### src/rtl/fwd_pkg.sv
// Shared types and default widths for the operand-forwarding and hazard unit.
// Ports: none. This file only holds the forwarding source code enum and the
// default parameter values that the unit and its per-port selector use.
package fwd_pkg;

  // Operand source codes. The encoding is visible on the fwd_sel output.
  typedef enum logic [1:0] {
    FWD_RF     = 2'b00,
    FWD_MEM_WB = 2'b01,
    FWD_EX_MEM = 2'b10,
    FWD_LOAD   = 2'b11
  } fwd_sel_t;

  localparam int DEF_NUM_READ_PORTS = 2;
  localparam int DEF_REG_ADDR_WIDTH = 5;
  localparam int DEF_XLEN           = 32;
  localparam int DEF_CNT_WIDTH      = 32;

endpackage

### src/rtl/fwd_port_select.sv
// Per-read-port forwarding selector.
// Ports:
//   rs / rf_data                     - source index and its register-file value
//   ex_mem_rd/we/is_load/result      - EX/MEM destination info and ALU result
//   load_data / load_data_valid      - memory read data for the EX/MEM load
//   mem_wb_rd/we/result              - MEM/WB destination info and value
//   sel                              - chosen source code
//   operand                          - chosen operand value
//   load_hazard                      - port depends on a load whose data is not ready
module fwd_port_select
  import fwd_pkg::*;
#(
  parameter int REG_ADDR_WIDTH = DEF_REG_ADDR_WIDTH,
  parameter int XLEN           = DEF_XLEN
) (
  input  logic [REG_ADDR_WIDTH-1:0] rs,
  input  logic [XLEN-1:0]           rf_data,
  input  logic [REG_ADDR_WIDTH-1:0] ex_mem_rd,
  input  logic                      ex_mem_we,
  input  logic                      ex_mem_is_load,
  input  logic [XLEN-1:0]           ex_mem_result,
  input  logic [XLEN-1:0]           load_data,
  input  logic                      load_data_valid,
  input  logic [REG_ADDR_WIDTH-1:0] mem_wb_rd,
  input  logic                      mem_wb_we,
  input  logic [XLEN-1:0]           mem_wb_result,
  output fwd_sel_t                  sel,
  output logic [XLEN-1:0]           operand,
  output logic                      load_hazard
);

  // The youngest producer wins: EX/MEM before MEM/WB before the register file.
  // Register 0 is hardwired to zero, so it never forwards and reads as 0.
  always_comb begin
    sel     = FWD_RF;
    operand = rf_data;
    if (rs == '0) begin
      operand = '0;
    end else if (ex_mem_we && (ex_mem_rd == rs)) begin
      if (ex_mem_is_load) begin
        sel     = FWD_LOAD;
        operand = load_data;
      end else begin
        sel     = FWD_EX_MEM;
        operand = ex_mem_result;
      end
    end else if (mem_wb_we && (mem_wb_rd == rs)) begin
      sel     = FWD_MEM_WB;
      operand = mem_wb_result;
    end
  end

  assign load_hazard = (sel == FWD_LOAD) && !load_data_valid;

endmodule

### src/rtl/forwarding_scoreboard_unit.sv
// Operand forwarding, hazard detection and long-latency register scoreboard.
// Ports:
//   clk, rst_n                     - clock and synchronous active-low reset
//   id_valid                       - instruction in ID/EX is valid
//   rs, rf_data                    - per-port source indices and register-file data
//   ex_mem_*, load_data*, mem_wb_* - forwarding sources from later stages
//   lat_issue/_rd, lat_done/_rd    - long-latency unit ownership begin/end
//   stall_clear                    - zeroes the stall counter
//   fwd_sel, operand               - per-port source code and selected value
//   stall                          - hold IF/ID/EX this cycle
//   stall_cycles                   - saturating count of stalled cycles
module forwarding_scoreboard_unit
  import fwd_pkg::*;
#(
  parameter int NUM_READ_PORTS = DEF_NUM_READ_PORTS,
  parameter int REG_ADDR_WIDTH = DEF_REG_ADDR_WIDTH,
  parameter int XLEN           = DEF_XLEN,
  parameter int CNT_WIDTH      = DEF_CNT_WIDTH
) (
  input  logic                                          clk,
  input  logic                                          rst_n,
  input  logic                                          id_valid,
  input  logic [NUM_READ_PORTS-1:0][REG_ADDR_WIDTH-1:0] rs,
  input  logic [NUM_READ_PORTS-1:0][XLEN-1:0]           rf_data,
  input  logic [REG_ADDR_WIDTH-1:0]                     ex_mem_rd,
  input  logic                                          ex_mem_we,
  input  logic                                          ex_mem_is_load,
  input  logic [XLEN-1:0]                               ex_mem_result,
  input  logic [XLEN-1:0]                               load_data,
  input  logic                                          load_data_valid,
  input  logic [REG_ADDR_WIDTH-1:0]                     mem_wb_rd,
  input  logic                                          mem_wb_we,
  input  logic [XLEN-1:0]                               mem_wb_result,
  input  logic                                          lat_issue,
  input  logic [REG_ADDR_WIDTH-1:0]                     lat_issue_rd,
  input  logic                                          lat_done,
  input  logic [REG_ADDR_WIDTH-1:0]                     lat_done_rd,
  input  logic                                          stall_clear,
  output logic [NUM_READ_PORTS-1:0][1:0]                fwd_sel,
  output logic [NUM_READ_PORTS-1:0][XLEN-1:0]           operand,
  output logic                                          stall,
  output logic [CNT_WIDTH-1:0]                          stall_cycles
);

  localparam int NUM_REGS = 2 ** REG_ADDR_WIDTH;

  logic [NUM_REGS-1:0]       busy;
  logic [NUM_REGS-1:0]       busy_next;
  logic [NUM_READ_PORTS-1:0] load_hz;
  logic [NUM_READ_PORTS-1:0] sb_hz;

  for (genvar p = 0; p < NUM_READ_PORTS; p++) begin : g_port
    fwd_sel_t port_sel;

    fwd_port_select #(
      .REG_ADDR_WIDTH(REG_ADDR_WIDTH),
      .XLEN          (XLEN)
    ) u_sel (
      .rs             (rs[p]),
      .rf_data        (rf_data[p]),
      .ex_mem_rd      (ex_mem_rd),
      .ex_mem_we      (ex_mem_we),
      .ex_mem_is_load (ex_mem_is_load),
      .ex_mem_result  (ex_mem_result),
      .load_data      (load_data),
      .load_data_valid(load_data_valid),
      .mem_wb_rd      (mem_wb_rd),
      .mem_wb_we      (mem_wb_we),
      .mem_wb_result  (mem_wb_result),
      .sel            (port_sel),
      .operand        (operand[p]),
      .load_hazard    (load_hz[p])
    );

    assign fwd_sel[p] = port_sel;
    assign sb_hz[p]   = (rs[p] != '0) && busy[rs[p]];
  end

  assign stall = id_valid && ((|load_hz) || (|sb_hz));

  // Done is applied before issue so a same-cycle issue/done on one register
  // leaves it owned by the newly issued operation.
  always_comb begin
    busy_next = busy;
    if (lat_done) begin
      busy_next[lat_done_rd] = 1'b0;
    end
    if (lat_issue && (lat_issue_rd != '0)) begin
      busy_next[lat_issue_rd] = 1'b1;
    end
    busy_next[0] = 1'b0;
  end

  // Scoreboard register. Reset drops all in-flight ownership.
  always_ff @(posedge clk) begin
    if (!rst_n) begin
      busy <= '0;
    end else begin
      busy <= busy_next;
    end
  end

  // Stall counter: clear beats increment, and the count sticks at all-ones.
  always_ff @(posedge clk) begin
    if (!rst_n) begin
      stall_cycles <= '0;
    end else if (stall_clear) begin
      stall_cycles <= '0;
    end else if (stall && (stall_cycles != '1)) begin
      stall_cycles <= stall_cycles + CNT_WIDTH'(1);
    end
  end

endmodule

### config.mk
export PLATFORM = sky130hd
export DESIGN_NAME = forwarding_scoreboard_unit
export DESIGN_NICKNAME = d
export VERILOG_FILES = /design/src/rtl/fwd_pkg.sv /design/src/rtl/fwd_port_select.sv /design/src/rtl/forwarding_scoreboard_unit.sv
export SDC_FILE = /design/constraint.sdc
export NUM_CORES = 1
export LEC_CHECK = 0
export CORE_AREA = 2 2 123 125
export CTS_CLUSTER_DIAMETER = 200
export DETAILED_ROUTE_END_ITERATION = 10
export DIE_AREA = 0 0 125 127
export GPL_ROUTABILITY_DRIVEN = 0
export HOLD_SLACK_MARGIN = 0.08
export PLACE_DENSITY = 0.81
export SLEW_MARGIN = 40
export SYNTH_ARGS = -nofsm -noshare
export SYNTH_HDL_FRONTEND = slang
export SYNTH_SLANG_ARGS = --single-unit
### constraint.sdc
create_clock -name clk -period 5.2 [get_ports clk]
set_input_delay 1.56 -clock clk [delete_from_list [all_inputs] [get_ports clk]]
set_output_delay 1.56 -clock clk [all_outputs]
set_load 0.01 [all_outputs]
==> metrics <==
Worst Path Required around 3.6 ns; worst r2r src busy[25]; clk_lat worst skew between 0.3 and 0.4 ns; fin crit share around 100%; Critical Path Sink Type output pin; Reg2Reg Depth 24; Critical path origin mem_wb_rd[4]; total track usage 32.0%; r2r endpoint stall_cycles[1]; Worst Path Buf+Inv 4; WP depth 10; initial core utilization between 40% and 50%; Final Hold Fails 0; ant diodes 0; layout filler cell count 1152; post-layout min period roughly 5.2 ns; top_reg_cell synth dfxtp_1; post-DR vias/cell ~5.8; Critical Path, Cell by Cell dlygate4sd2_1 -> xor2_1 -> nor4_1 -> and3_4 -> buf_12 -> buf_16 -> mux2i_1 -> nand2_1 -> and3_1 -> dlygate4sd2_1; nets@finish about 1300; final setup fails 0; H-tree depth 3; Mapped Area approximately 0.006 mm2; clk slew on worst S/H paths about 0.050 ns; FF-to-FF setup slack between 1 and 1.5 ns; RSZ-0062 raised after global routing yes; Die Wd between 100 and 150 um; deepest clock path buffer count 2; max_slew headroom between 40% and 50%; slowest stage cell, crit path nor4_1; Worst Path Max Fanout 9; CTS tree yes; Hold Crit Class reg2reg; Detailed Routing Iterations Pass 1 5; dominant cells by area after synthesis dfxtp_1 21%, mux2i_1 13%, a211oi_1 8.3%; Clock Root Buffer clkbuf_16; synth unique cells 56; Mean Syn Cell Area slightly below 8 um2; CTS buffer count 9; post-synth top area cell dfxtp_1; Remaining DRCs 0; vias in the first global route between 7000 and 8000; Inst Count DP roughly 1300; core area approximately 0.014 mm2; vias between 7000 and 8000; # port buffers 300; first-pass GRT wire length 40500 um; WL/cell roughly 21 um; max-cap violations 0; dpl hpwl 20100 um; fin cells about 1300; Synthesized Nets roughly 960; Pins Over Slew Limit 0; multi-input logic area roughly 0.0045 mm2; sequential fraction of the synthesis area a little over a fifth; Pwr Density 163 mW/mm2; crit-path most repeated cell dlygate4sd2_1; Crit Path Class in2out; Layout Skew between 0.008 and 0.009 ns; antenna-violating nets left 0; clock sink count 63; fin util 70.5%; Initial DRC Count 530; Syn Inst Count ~760; initial antenna violation count 1; nature of the critical path startpoint input pin; arrival time worst endpoint ~3.6 ns; Seq cells post-synth 63; fmax roughly 0.19 GHz; share of cells above drive strength 1 approximately 22%; die height 127 um; Routed WL approximately 27000 um; total grt overflow 0; # rows between 40 and 50; family with the most delay on the worst path simple AND/OR/NAND/NOR gates; Die ar. roughly 0.016 mm2; Area Overhead vs Synth 72.8%; leak pwr 3.89 nW; share of flip-flops with an asynchronous set or reset 0%; Peak VDD IR approximately 0.18 mV; I/O pins 301; largest net degree at the start of global routing 62; Reg area between 0.001 and 0.0015 mm2; Post-synth EDFFs 0; hold buffers post-CTS 0; status finished clean; Critical Path Max Stage Delay around 0.34 ns; Ys Warns 0; share of the synthesized area in the top cell type roughly 21%; Tightest Pin Transition approximately 0.75 ns; Worst Setup EP operand[19]
-- through the flow --
stage / cell area [um2] / hold slack (ns) / total power, W / setup TNS [ns] / setup WS, ns
after global routing: 10200 / 0.510 / 0.00172 / -0.699 / -0.108
after detailed placement: 9570 / 0.465 / 0.00105 / -39.28 / -0.862
after floorplan: 5980 / 0.464 / 0.000719 / 0 / 0.0199
final: 10200 / 0.497 / 0.00166 / 0 / 0.00545
after CTS: 10100 / 0.481 / 0.00165 / 0 / 0.00522
after global placement: 9570 / 0.464 / 0.00104 / -35.32 / -0.720
-- worst min-delay path by stage --
stage / from / to / slack, ns / cells past startpoint
final: stall_cycles[25] / stall_cycles[25] / 0.50 / 2
after global placement: stall_cycles[31] / stall_cycles[31] / 0.46 / 2
after detailed placement: stall_cycles[31] / stall_cycles[31] / 0.46 / 2
after floorplan: busy[24] / busy[24] / 0.46 / 2
after global routing: stall_cycles[25] / stall_cycles[25] / 0.51 / 2
after CTS: stall_cycles[31] / stall_cycles[31] / 0.48 / 2
-- cells in the final DEF (no fill, tap or decap), types with 3 or more instances in the layout --
master	count
clkdlybuf4s50_1	214
nand2_1	93
buf_4	82
mux2i_1	75
dfxtp_1	63
nand3_1	55
and3_1	41
o21ai_0	41
a211oi_1	39
buf_2	36
nor2b_1	33
a21boi_0	32
a21oi_1	31
a211oi_2	26
dlygate4sd2_1	20
clkbuf_2	19
or3_1	17
xor2_1	15
or4_1	15
buf_12	14
nor2_1	12
o31ai_1	12
mux4_2	11
clkbuf_16	9
buf_6	9
nand4_1	7
o21ai_1	7
inv_1	6
nand3b_1	6
and2_1	5
and4_1	5
clkdlybuf4s15_2	5
clkdlybuf4s15_1	5
buf_16	4
nor4_1	3
xnor2_1	3
and3_4	3
nor3b_1	3
clkinvlp_4	3
-- state kept, by name (all words and copies together), names as in the netlist --
register and cells:
stall_cycles 32, busy 31
-- logic make-up (layout without fill, tap and decap cells) --
family	after synthesis	in the layout	synth area share (%)
XOR/XNOR	20	20	2.98
buffers and inverters	73	433	5.59
AO/OA/AOI/OAI	200	200	22.7
AND/OR/NAND/NOR	318	318	29.8
flip-flops	63	63	21.4
multiplexers	88	88	17.4
adder cells (fa/ha/maj)	1	1	0.213
-- per-layer routing --
layer  global-route usage, %  wire length, um  vias up
met1                    42.3            11200     3524
met3                    6.62             2420       53
met2                    53.7            12800      409
met5                       0               16        -
li1                        -                -     3580
met4                    7.71              699        2
-- synthesized netlist by cell type (2+ instances only) --
library cell  number
mux4_2            11
o21ai_0           41
nor2b_1           33
nor3_1             2
nand3b_1           6
or4_1             15
buf_1              9
nor2_1            13
and2_1             5
nor4b_1            2
a21boi_0          32
o21ai_1            7
and3b_1            2
a311oi_1           2
or3b_2             2
buf_4              2
buf_2             13
mux2i_1           75
o211ai_1           2
nand4_1            7
clkbuf_1          37
and4_1             5
inv_1              7
nor3b_1            5
or3_1             17
dfxtp_1           63
mux2_2             2
a21oi_1           31
buf_6              4
xor2_1            16
nor4_1             3
nand2_1           93
nand3_1           55
nand2b_1           2
a211oi_1          65
and3_1            43
xnor2_1            4
o31ai_1           12
-- timing repair --
action | 4_1_cts | 5_1_grt
buffers inserted | 26 | 10
resized for setup | 234 | 52
gates cloned | 5 | 0
endpoints found under the setup margin | 69 | 64
pin swaps | 16 | 13
-- report_power, final --
part	switching (W)	internal (W)	leakage, nW
clock network	0.000227	0.000385	0.141
registers	0.00000312	0.000486	0.508
logic	0.000250	0.000309	3.24
-- tightest hold or removal path, delay by kind of cell, from the launching register on --
family	cells	cell delay, ns
DFF	1	0.33
and+or+nand+nor	1	0.06
muxes	1	0.06
-- layout make-up --
class	count	share of cell area, %
Clock buffer	10	2.35
Clock inverter	6	0.689
Inverter	7	0.258
Multi-Input combinational cell	627	44.1
Sequential cell	63	12.4
Tap cell	184	2.26
Timing Repair Buffer	410	37.9
Note: power is estimated with default switching activity, not from simulation.
